### src/rtl/seven_seg_decoder_if.sv
// Multiplexed 7-segment bus plus the decoded results seen by the receive-side monitor.
// The master side drives the anode/cathode lines; the slave side is the decoder.
interface seven_seg_decoder_if #(
  parameter int NUM_DIGITS = 8
);
  logic [NUM_DIGITS-1:0]   an;
  logic [6:0]              seg;
  logic [4*NUM_DIGITS-1:0] digits;
  logic [NUM_DIGITS-1:0]   digit_valid;
  logic                    frame_done;
  logic [15:0]             frame_count;
  logic                    pattern_err;
  logic                    anode_err;
  logic                    display_lost;

  modport master (
    output an, seg,
    input  digits, digit_valid, frame_done, frame_count, pattern_err, anode_err, display_lost
  );

  modport slave (
    input  an, seg,
    output digits, digit_valid, frame_done, frame_count, pattern_err, anode_err, display_lost
  );
endinterface

### src/rtl/seven_seg_decoder.sv
// Passive monitor for a multiplexed 7-segment display bus (active-low anodes and cathodes).
// Synchronises the bus, waits for a stable window, decodes the lit digit into a shadow
// register and reports frame completion, bus faults and loss of refresh.
// Optional feature: define SEVEN_SEG_HEX_EN to accept the A..F glyphs as good digits.
module seven_seg_decoder #(
  parameter int NUM_DIGITS     = 8,
  parameter int SETTLE_CYCLES  = 4,
  parameter int TIMEOUT_CYCLES = 2**24
) (
  input  logic                CLK100MHZ,
  input  logic                CPU_RESETN,
  seven_seg_decoder_if.slave  bus
);
  localparam int SW = NUM_DIGITS + 7;
  localparam int CW = $clog2(SETTLE_CYCLES + 1);
  localparam int TW = $clog2(TIMEOUT_CYCLES + 1);
  localparam int IW = (NUM_DIGITS > 1) ? $clog2(NUM_DIGITS) : 1;
  localparam logic [CW-1:0] SETTLE_MAX  = CW'(SETTLE_CYCLES);
  localparam logic [CW-1:0] SETTLE_LAST = CW'(SETTLE_CYCLES - 1);
  localparam logic [TW-1:0] TOUT_MAX    = TW'(TIMEOUT_CYCLES);
  localparam logic [TW-1:0] TOUT_LAST   = TW'(TIMEOUT_CYCLES - 1);

  logic [SW-1:0]           sync1, sync2;
  logic [CW-1:0]           settle_cnt;
  logic [TW-1:0]           tout_cnt;
  logic [NUM_DIGITS-1:0]   seen, seen_nxt;
  logic [4*NUM_DIGITS-1:0] digits_q;
  logic [NUM_DIGITS-1:0]   digit_valid_q;
  logic                    frame_done_q, pattern_err_q, anode_err_q, display_lost_q;
  logic [15:0]             frame_count_q;

  logic [NUM_DIGITS-1:0]   cap_an;
  logic [6:0]              cap_seg;
  logic                    capture, cap_one_hot, cap_multi, timeout_hit, seen_full;
  logic [IW-1:0]           idx;
  logic [4:0]              dec;      // {good, code}
  logic                    dec_blank;

  // Segment pattern (g..a, active-low) to {good, code}; unknown patterns map to error code F.
  function automatic logic [4:0] decode(input logic [6:0] s);
    case (s)
      7'b1000000: decode = 5'h10;
      7'b1111001: decode = 5'h11;
      7'b0100100: decode = 5'h12;
      7'b0110000: decode = 5'h13;
      7'b0011001: decode = 5'h14;
      7'b0010010: decode = 5'h15;
      7'b0000010: decode = 5'h16;
      7'b1111000: decode = 5'h17;
      7'b0000000: decode = 5'h18;
      7'b0011000: decode = 5'h19;
`ifdef SEVEN_SEG_HEX_EN
      7'b0001000: decode = 5'h1A;
      7'b0000011: decode = 5'h1B;
      7'b1000110: decode = 5'h1C;
      7'b0100001: decode = 5'h1D;
      7'b0000110: decode = 5'h1E;
      7'b0001110: decode = 5'h1F;
`endif
      default:    decode = 5'h0F;
    endcase
  endfunction

  assign cap_an      = sync2[SW-1:7];
  assign cap_seg     = sync2[6:0];
  // The sample about to enter sync2 equals the current one: the window is still stable.
  assign capture     = (sync1 == sync2) && (settle_cnt == SETTLE_LAST);
  assign cap_one_hot = capture && $onehot(~cap_an);
  assign cap_multi   = capture && (~cap_an != '0) && !$onehot(~cap_an);
  assign timeout_hit = !cap_one_hot && (tout_cnt == TOUT_LAST);
  assign seen_full   = (seen == '1);
  assign dec         = decode(cap_seg);
  assign dec_blank   = (cap_seg == 7'h7F);

  // Locate the single low anode; only meaningful when cap_one_hot is set.
  always_comb begin
    // NOTE: every combinational output gets a default first so no latch is inferred.
    idx = '0;
    for (int i = 0; i < NUM_DIGITS; i++)
      if (!cap_an[i]) idx = IW'(i);
  end

  // Next seen-mask: a full mask clears, a timeout clears, a one-hot capture marks its digit.
  always_comb begin
    seen_nxt = seen_full ? '0 : seen;
    if (cap_one_hot)      seen_nxt[idx] = 1'b1;
    else if (timeout_hit) seen_nxt = '0;
  end

  // Two-flop synchroniser for the asynchronous bus and the stability counter.
  always_ff @(posedge CLK100MHZ or negedge CPU_RESETN) begin
    if (!CPU_RESETN) begin
      sync1      <= '0;
      sync2      <= '0;
      settle_cnt <= '0;
    end else begin
      // NOTE: sequential state uses non-blocking assignments so every flop samples pre-edge values.
      sync1 <= {bus.an, bus.seg};
      sync2 <= sync1;
      if (sync1 != sync2)              settle_cnt <= '0;
      else if (settle_cnt != SETTLE_MAX) settle_cnt <= settle_cnt + 1'b1;
    end
  end

  // Capture handling: shadow register, error pulses, frame tracking and refresh timeout.
  always_ff @(posedge CLK100MHZ or negedge CPU_RESETN) begin
    if (!CPU_RESETN) begin
      digits_q       <= '0;
      digit_valid_q  <= '0;
      seen           <= '0;
      tout_cnt       <= '0;
      frame_done_q   <= 1'b0;
      frame_count_q  <= '0;
      pattern_err_q  <= 1'b0;
      anode_err_q    <= 1'b0;
      display_lost_q <= 1'b0;
    end else begin
      seen          <= seen_nxt;
      frame_done_q  <= seen_full;
      if (seen_full) frame_count_q <= frame_count_q + 16'd1;
      pattern_err_q <= 1'b0;
      anode_err_q   <= cap_multi;
      if (cap_one_hot) begin
        tout_cnt       <= '0;
        display_lost_q <= 1'b0;
        digit_valid_q[idx] <= dec[4];
        if (dec[4]) begin
          digits_q[4*idx +: 4] <= dec[3:0];
        end else if (!dec_blank) begin
          digits_q[4*idx +: 4] <= 4'hF;
          pattern_err_q        <= 1'b1;
        end
      end else begin
        if (tout_cnt != TOUT_MAX) tout_cnt <= tout_cnt + 1'b1;
        if (timeout_hit) begin
          display_lost_q <= 1'b1;
          digit_valid_q  <= '0;
        end
      end
    end
  end

  assign bus.digits       = digits_q;
  assign bus.digit_valid  = digit_valid_q;
  assign bus.frame_done   = frame_done_q;
  assign bus.frame_count  = frame_count_q;
  assign bus.pattern_err  = pattern_err_q;
  assign bus.anode_err    = anode_err_q;
  assign bus.display_lost = display_lost_q;
endmodule

### src/flat_wrapper.sv
// flat-port wrapper written by rule: the top's interface ports become plain ports
module seven_seg_decoder_flat 
#(
  parameter int NUM_DIGITS     = 8,
  parameter int SETTLE_CYCLES  = 4,
  parameter int TIMEOUT_CYCLES = 2**24
)
  (CLK100MHZ, CPU_RESETN, bus_an, bus_seg, bus_digits, bus_digit_valid, bus_frame_done, bus_frame_count, bus_pattern_err, bus_anode_err, bus_display_lost);
  seven_seg_decoder_if #(.NUM_DIGITS(NUM_DIGITS)) bus_i ();
  input  logic CLK100MHZ;
  input  logic CPU_RESETN;
  input wire logic [$bits(bus_i.an)-1:0] bus_an;
  input wire logic [$bits(bus_i.seg)-1:0] bus_seg;
  output wire logic [$bits(bus_i.digits)-1:0] bus_digits;
  output wire logic [$bits(bus_i.digit_valid)-1:0] bus_digit_valid;
  output wire logic [$bits(bus_i.frame_done)-1:0] bus_frame_done;
  output wire logic [$bits(bus_i.frame_count)-1:0] bus_frame_count;
  output wire logic [$bits(bus_i.pattern_err)-1:0] bus_pattern_err;
  output wire logic [$bits(bus_i.anode_err)-1:0] bus_anode_err;
  output wire logic [$bits(bus_i.display_lost)-1:0] bus_display_lost;
  assign bus_i.an = bus_an;
  assign bus_i.seg = bus_seg;
  assign bus_digits = bus_i.digits;
  assign bus_digit_valid = bus_i.digit_valid;
  assign bus_frame_done = bus_i.frame_done;
  assign bus_frame_count = bus_i.frame_count;
  assign bus_pattern_err = bus_i.pattern_err;
  assign bus_anode_err = bus_i.anode_err;
  assign bus_display_lost = bus_i.display_lost;
  seven_seg_decoder #(.NUM_DIGITS(NUM_DIGITS), .SETTLE_CYCLES(SETTLE_CYCLES), .TIMEOUT_CYCLES(TIMEOUT_CYCLES)) u_core (.CLK100MHZ(CLK100MHZ), .CPU_RESETN(CPU_RESETN), .bus(bus_i));
endmodule
### config.mk
export PLATFORM = sky130hd
export DESIGN_NAME = seven_seg_decoder_flat
export DESIGN_NICKNAME = d
export VERILOG_FILES = /design/src/rtl/seven_seg_decoder_if.sv /design/src/rtl/seven_seg_decoder.sv /design/src/flat_wrapper.sv
export SDC_FILE = /design/constraint.sdc
export NUM_CORES = 1
export LEC_CHECK = 0
export ABC_AREA = 1
export BUFFER_PORTS_ARGS = -buffer_cell sky130_fd_sc_hd__buf_4
export CAP_MARGIN = 20
export CORE_MARGIN = 2
export CORE_UTILIZATION = 35
export CTS_CLUSTER_DIAMETER = 80
export DETAILED_ROUTE_END_ITERATION = 7
export PLACE_DENSITY = 0.65
export SKIP_CTS_REPAIR_TIMING = 1
export SLEW_MARGIN = 20
export SYNTH_ARGS = -nofsm -noshare
export SYNTH_HDL_FRONTEND = slang
export SYNTH_SLANG_ARGS = --single-unit
### constraint.sdc
create_clock -name CLK100MHZ -period 3.6 [get_ports CLK100MHZ]
set_input_delay 0.36 -clock CLK100MHZ [delete_from_list [all_inputs] [get_ports CLK100MHZ]]
set_output_delay 0.36 -clock CLK100MHZ [all_outputs]
set_load 0.005 [all_outputs]
* After elaboration in Yosys (flattened, before gate mapping)
Index checks and enable logic that the tools add are counted.
Widths: inputs -> output; s select.
** Word-level totals
- Bits in registers :: 126
- Input port bits :: 17
- Output and inout port bits :: 60
- Word-level logic and storage cells :: 92
** Cells by class
- $add $sub $neg :: 11
- $lt $le $gt $ge :: 2
- Equal/unequal tests :: 19
- Shifts and indexed selects :: 3
- Multiplexer cells :: 29
- Bitwise gates (word level) :: 2
- Reductions and logical operators :: 14
** Operators with widths (number)
- $bwmux 32 :: 2
- $mux 32 :: 2
- $mux 25 :: 2
- $pmux 5 s10 :: 1
- $mux 8 :: 5
- $neg 5->34 :: 1
- $shift 4x34->32 const A :: 1
- $shiftx 4x34->32 :: 1
- $shiftx 4x34->32 const A :: 1
- $eq 7x7->1 const B :: 4
- $add 25x1->25 const B :: 1
- $eq 25x24->1 const B :: 1
- $ne 25x25->1 const B :: 1
- $eq 7x5->1 const B :: 3
- $mux 3 :: 6
- $add 16x1->16 const B :: 1
- $eq 15x15->1 :: 1
- $ne 15x15->1 :: 1
- $eq 7x6->1 const B :: 2
- $add 4x4->4 :: 3
- $add 1x1->2 :: 4
- $bwmux 8 :: 1
- $eq 8x8->1 const B :: 1
- $not 8->8 :: 1
- other kinds (18) :: 33

* Longest topological paths before layout
- Depth after elaboration :: 13
- Mapped depth :: 18
- Gate-level depth less buffers :: 17

* Worst setup path after synthesis
Ideal clock, no wire load.
- Path kind :: register to register
- From :: register u_core.sync2[14]
- To :: register u_core.tout_cnt[24]
- Library setup time :: 0.131 ns
- Arrival time :: 3.459 ns
- Data required time :: 3.469 ns
- Slack :: 0.010 ns
- Stages on the path, launching flop included :: 16
- Buffers on the path :: 3
- Clock period less this slack :: 3.590 ns
- Cell sequence :: dfrtp_1 -> buf_4 -> inv_2 -> ha_1 -> fa_1 -> inv_1 -> fa_1 -> inv_1 -> ha_1 -> fa_1 -> nor4_2 -> inv_1 -> nor2_2 -> buf_4 -> buf_2 -> a31oi_1
** On the way
- Longest elaborated chain between the ends :: 7
- Elaborated cells on any way between the ends :: 10
- Those cells by class :: add/sub (3); eq/ne (2); mux (1); bitwise (1); reduce/logical (3)
** RTL lines
- from (decl) :: line seven_seg_decoder.sv:23 : logic [SW-1:0] sync1, sync2;
- from (signal assigned) :: line seven_seg_decoder.sv:99 : sync2 <= sync1;
- $not 8->8 :: line seven_seg_decoder.sv:68 : assign cap_one_hot = capture && $onehot(~cap_an);
- $add 1x1->2 (not written as such) :: line seven_seg_decoder.sv:68
- $add 4x4->4 (not written as such) (2 in series) :: line seven_seg_decoder.sv:68
- $eq 4x1->1 :: line seven_seg_decoder.sv:68
- $logic_and 1x1->1 * :: line seven_seg_decoder.sv:68
- $mux 25 / $reduce_bool 2->1 (equally long branches)
- to (signal assigned) :: line seven_seg_decoder.sv:134 : if (tout_cnt != TOUT_MAX) tout_cnt <= tout_cnt + 1'b1;
- to (decl) :: line seven_seg_decoder.sv:25 : logic [TW-1:0] tout_cnt;
Mark *: on every way between the ends. The rest lies on a longest branch, timed or not.
A chain may end at the register's enable or synchronous reset.

* Worst setup path after layout
- From :: register u_core.sync2[14]
- To :: register u_core.seen[1]
** On the way
- Longest elaborated chain between the ends :: 10
- Elaborated cells on any way between the ends :: 19
- Those cells by class :: add/sub (3); order compare (2); eq/ne (2); mux (5); bitwise (2); reduce/logical (5)
** RTL lines
- $not 8->8 :: line seven_seg_decoder.sv:68
- $add 1x1->2 (not written as such) :: line seven_seg_decoder.sv:68
- $add 4x4->4 (not written as such) (2 in series) :: line seven_seg_decoder.sv:68
- $eq 4x1->1 :: line seven_seg_decoder.sv:68
- $logic_and 1x1->1 :: line seven_seg_decoder.sv:68
- $logic_not 1->1 :: line seven_seg_decoder.sv:70 : assign timeout_hit = !cap_one_hot && (tout_cnt == TOUT_LAST);
- $logic_and 1x1->1 :: line seven_seg_decoder.sv:70
- $mux 8 :: line seven_seg_decoder.sv:87 : else if (timeout_hit) seen_nxt = '0;
- $mux 8 * :: line seven_seg_decoder.sv:86 : if (cap_one_hot) seen_nxt[idx] = 1'b1;
- named net u_core.seen_nxt[1] :: line seven_seg_decoder.sv:26 : logic [NUM_DIGITS-1:0] seen, seen_nxt;
- to (signal assigned) :: line seven_seg_decoder.sv:118 : seen <= seen_nxt;
- to (decl) :: line seven_seg_decoder.sv:26
Mark *: on every way through the listed nets, which the timed path passes. The rest lies on a longest branch.

==> impl_metrics.prom <==
# TYPE chip_impl_metric gauge
chip_impl_metric{name="insertion_delay",unit="ns"} 0.41
chip_impl_metric{name="synth.lib_cells_used.distinct",unit=""} 32
chip_impl_info{name="cts_tree",value="yes"} 1
chip_impl_metric{name="pwr-share-comb",unit="%"} 7.4
chip_impl_metric{name="power.ir.vdd_worst",unit="uV"} 489
chip_impl_info{name="violations",value="setup timing"} 1
chip_impl_metric{name="drive_above_1_share",unit="%"} 22.6
chip_impl_metric{name="internal_power",unit="uW"} 2660
chip_impl_info{name="setup.worst_path.end",value="u_core.seen[1]$_DFF_PN0_"} 1
chip_impl_metric{name="holdPathStages",unit=""} 1
chip_impl_metric{name="final_worst_path_setup_slack",unit="ns"} -0.100
chip_impl_metric{name="area.sequential",unit="sq um"} 3150
chip_impl_info{name="end_kind",value="flip-flop"} 1
chip_impl_info{name="regToRegStartpoint",value="u_core.sync2[14]$_DFF_PN0_"} 1
chip_impl_metric{name="remaining_overflow_grt",unit=""} 0
chip_impl_metric{name="pin_count",unit=""} 77
chip_impl_metric{name="power.switching_fraction",unit="%"} 23.1
chip_impl_metric{name="postSynthCellCount",unit=""} 811
chip_impl_metric{name="finalClockSkew",unit="ns"} 0.00755
chip_impl_metric{name="min_period_over_period",unit="%"} 103
chip_impl_metric{name="syn-mean-instance-area",unit="sq um"} 7.97
chip_impl_metric{name="setup_tns",unit="ns"} -2.91
chip_impl_metric{name="cts_buffers",unit=""} 17
chip_impl_metric{name="max_slew_margin",unit="%"} 56.1
chip_impl_metric{name="routability_cong",unit=""} 0.811
chip_impl_metric{name="drt-pass1-iter-count",unit=""} 5
chip_impl_metric{name="final_core_util",unit="%"} 46.7
chip_impl_metric{name="power.net_switching",unit="uW"} 800
chip_impl_info{name="final_cell_mix",value="nand2_1 (206), dfrtp_1 (126), inv_1 (124)"} 1
chip_impl_metric{name="p_per_area",unit="nW/um^2"} 411
chip_impl_metric{name="die_h",unit="um"} 140
chip_impl_metric{name="netlist_area",unit="sq um"} 6460
chip_impl_metric{name="worst-r2r-cell-count",unit=""} 16
chip_impl_info{name="layout.cells.most_common",value="nand2_1"} 1
chip_impl_metric{name="fill_count",unit=""} 1744
chip_impl_metric{name="antenna_violations_before_repair",unit=""} 1
chip_impl_metric{name="number_of_nets_with_antenna_violations_after_detailed_routing",unit=""} 0
chip_impl_metric{name="clock_sinks",unit=""} 126
chip_impl_metric{name="total_via_count_in_the_routed_design",unit=""} 5522
chip_impl_metric{name="worst-r2r-setup-slack",unit="ns"} -0.10
chip_impl_info{name="worstReg2RegEnd",value="u_core.seen[1]$_DFF_PN0_"} 1
chip_impl_metric{name="report.final.hold_viol_count",unit=""} 0
chip_impl_metric{name="antenna_cells",unit=""} 0
chip_impl_metric{name="die_footprint",unit="sq um"} 19600
chip_impl_metric{name="critical_path_required",unit="ns"} 3.94
chip_impl_metric{name="area_delta_synth_final",unit="%"} 30.3
chip_impl_metric{name="timing.final.max_slew_violations",unit=""} 0
chip_impl_metric{name="drc_violation_total_after_the_first_tritonroute_iteration",unit=""} 406
chip_impl_metric{name="yosys_warnings",unit=""} 0
chip_impl_metric{name="final_net_count",unit=""} 958
chip_impl_metric{name="grt_usage",unit="%"} 16.1
chip_impl_metric{name="chipWidth",unit="um"} 140
chip_impl_metric{name="timing.final.crit_period",unit="ns"} 3.70
chip_impl_metric{name="fmax",unit="MHz"} 270
chip_impl_metric{name="routedWlPerCell",unit="um"} 13.3
chip_impl_metric{name="finalSetupViolCount",unit=""} 47
chip_impl_metric{name="ys_seq_elements",unit=""} 126
chip_impl_metric{name="max-cap-violations",unit=""} 0
chip_impl_metric{name="worst_ep_arrival_time",unit="ns"} 4.04
chip_impl_metric{name="fp.coreArea",unit="sq um"} 18000
chip_impl_metric{name="drc_errors",unit=""} 0
chip_impl_metric{name="worst_slew_pin_slew",unit="ns"} 0.652
chip_impl_info{name="worst_setup_path_startpoint",value="u_core.sync2[14]$_DFF_PN0_"} 1
chip_impl_metric{name="grt_max_degree",unit=""} 99
chip_impl_metric{name="grt_pass1_wl",unit="mm"} 25.6
chip_impl_metric{name="initial_utilization",unit="%"} 35.8
chip_impl_metric{name="fp-row-count",unit=""} 49
chip_impl_metric{name="multiInputGateArea",unit="sq um"} 3050
chip_impl_metric{name="portBuffers",unit=""} 76
chip_impl_metric{name="power.leakage",unit="uW"} 0.00438
chip_impl_metric{name="maximum_clock_path_buffer_count",unit=""} 2
chip_impl_metric{name="crit_path_max_fanout",unit=""} 5
chip_impl_metric{name="clk_transition_reported_paths",unit="ns"} 0.05
chip_impl_info{name="class_of_the_most_critical_hold_timing_path",value="in -> reg"} 1
chip_impl_info{name="status",value="finished with violations"} 1
chip_impl_metric{name="cts_htree_levels",unit=""} 4
chip_impl_metric{name="syn_nets",unit=""} 850
chip_impl_metric{name="route.final.wire_length",unit="mm"} 15.4
chip_impl_metric{name="route.detailed.vias_per_inst",unit=""} 4.76
chip_impl_metric{name="synth.yosys.seq_area_share",unit="%"} 48.8
chip_impl_info{name="worst_hold_startpoint",value="bus_an[1]"} 1
chip_impl_info{name="rsz0062_at_grt",value="yes"} 1
chip_impl_info{name="cp_class",value="reg -> reg"} 1
chip_impl_info{name="clock_tree_root_driver_cell",value="clkbuf_16"} 1
chip_impl_metric{name="p_clk_share",unit="%"} 50.7
chip_impl_metric{name="first_global_vias",unit=""} 5345
chip_impl_metric{name="post_dp_hpwl",unit="mm"} 11.0
chip_impl_info{name="startpoint_type",value="flip-flop"} 1
chip_impl_metric{name="power_frac_seq",unit="%"} 41.9
logic make-up after synthesis:
family / share of synthesized area, %
adder cells (fa/ha/maj): 4.73
XOR/XNOR: 3.12
AND/OR/NAND/NOR: 30.8
AO/OA/AOI/OAI: 4.12
flip-flops: 48.8
buffers and inverters: 8.44
flip-flops by register name (all words and copies together), names as in the netlist:
signal and cells:
u_core.bus.frame_done 1, u_core.bus.display_lost 1, u_core.bus.frame_count 16, u_core.bus.digits 32, u_core.settle_cnt 3, u_core.tout_cnt 25, u_core.bus.anode_err 1, u_core.bus.pattern_err 1
u_core.sync1 15, u_core.sync2 15, u_core.seen 8, u_core.bus.digit_valid 8
stage by stage:
stage	hold slack, ns	power [uW]	instance area [sq um]	setup WS (ns)	instances
2_1_floorplan	0.0644	1610	6460	0.00980	811
3_3_place_gp	0.320	1700	7410	0.0365	1122
3_5_place_dp	0.315	1700	7410	-0.0733	1122
4_1_cts	-0.124	3460	8020	-0.121	1153
5_1_grt	0.0305	3590	8420	-0.237	1160
6_report	0.0514	3460	8420	-0.100	1160
synthesized netlist by cell type:
library cell	n	share of area, %
nand3_4	1	0.27
nor2_2	9	0.87
nand4_1	29	2.8
inv_1	127	7.4
xnor2_1	6	0.81
nand3_2	1	0.15
a31oi_1	3	0.29
nand3_1	60	4.6
o21ai_0	13	1.0
ha_1	18	3.5
nand3b_1	2	0.23
nor2_4	2	0.35
nor4_2	1	0.19
nand2_1	226	13
buf_4	3	0.35
or2_2	1	0.097
clkbuf_1	2	0.12
o21ai_1	11	0.85
dfrtp_1	126	49
buf_6	1	0.17
nor4_1	5	0.48
nand2_2	4	0.39
xor2_1	17	2.3
buf_2	4	0.31
nor2_1	78	4.5
nand3b_4	1	0.31
inv_2	2	0.12
o21a_1	1	0.12
nor3_1	28	2.2
nor3_2	1	0.15
fa_1	4	1.2
a21oi_1	24	1.9
worst min-delay path by stage:
stage	to	slack, ns
after floorplan	u_core.bus.anode_err$_DFF_PN0_	0.06
after global placement	u_core.tout_cnt[17]$_DFFE_PN0P_	0.32
after detailed placement	u_core.tout_cnt[17]$_DFFE_PN0P_	0.31
after CTS	u_core.tout_cnt[17]$_DFFE_PN0P_	-0.12
after global routing	u_core.sync1[8]$_DFF_PN0_	0.03
final	u_core.sync1[8]$_DFF_PN0_	0.05
final cells by class:
cell class,instances,area share [%]
Clock buffer,20,5.54
Clock inverter,11,1.66
Timing Repair Buffer,99,9.91
Sequential cell,126,37.5
Inverter,129,5.75
Multi-Input combinational cell,546,36.3
Tap cell,229,3.40
routing by layer:
metal / part of all wire (%) / wire [um] / global-route usage (%)
met5: 0.085 / 13 / 0
met3: 4.6 / 710 / 4.47
met4: 1.2 / 183 / 4.21
met2: 47 / 7250 / 25.9
met1: 47 / 7210 / 21.5
power groups by stage:
| stage | clock [uW] | combinational, uW | sequential (uW) |
|---|---|---|---|
| final | 1750 | 256 | 1450 |
| after global placement | 0 | 223 | 1470 |
| after floorplan | 0 | 133 | 1470 |
| after detailed placement | 0 | 229 | 1470 |
| after global routing | 1850 | 290 | 1450 |
| after CTS | 1780 | 232 | 1450 |
critical path: stages (launching register included):
cell and delay (ns):
dfrtp_1 0.37, inv_2 0.07, ha_4 0.16, fa_1 0.55, inv_2 0.04, fa_1 0.50
inv_1 0.05, ha_2 0.17, fa_1 0.47, nor4_2 0.31, buf_4 0.18, nand3_4 0.09
buf_4 0.16, buf_12 0.13, nor2_4 0.15, nand2_2 0.08, a21oi_2 0.14
(Power assumes the default switching activity.)
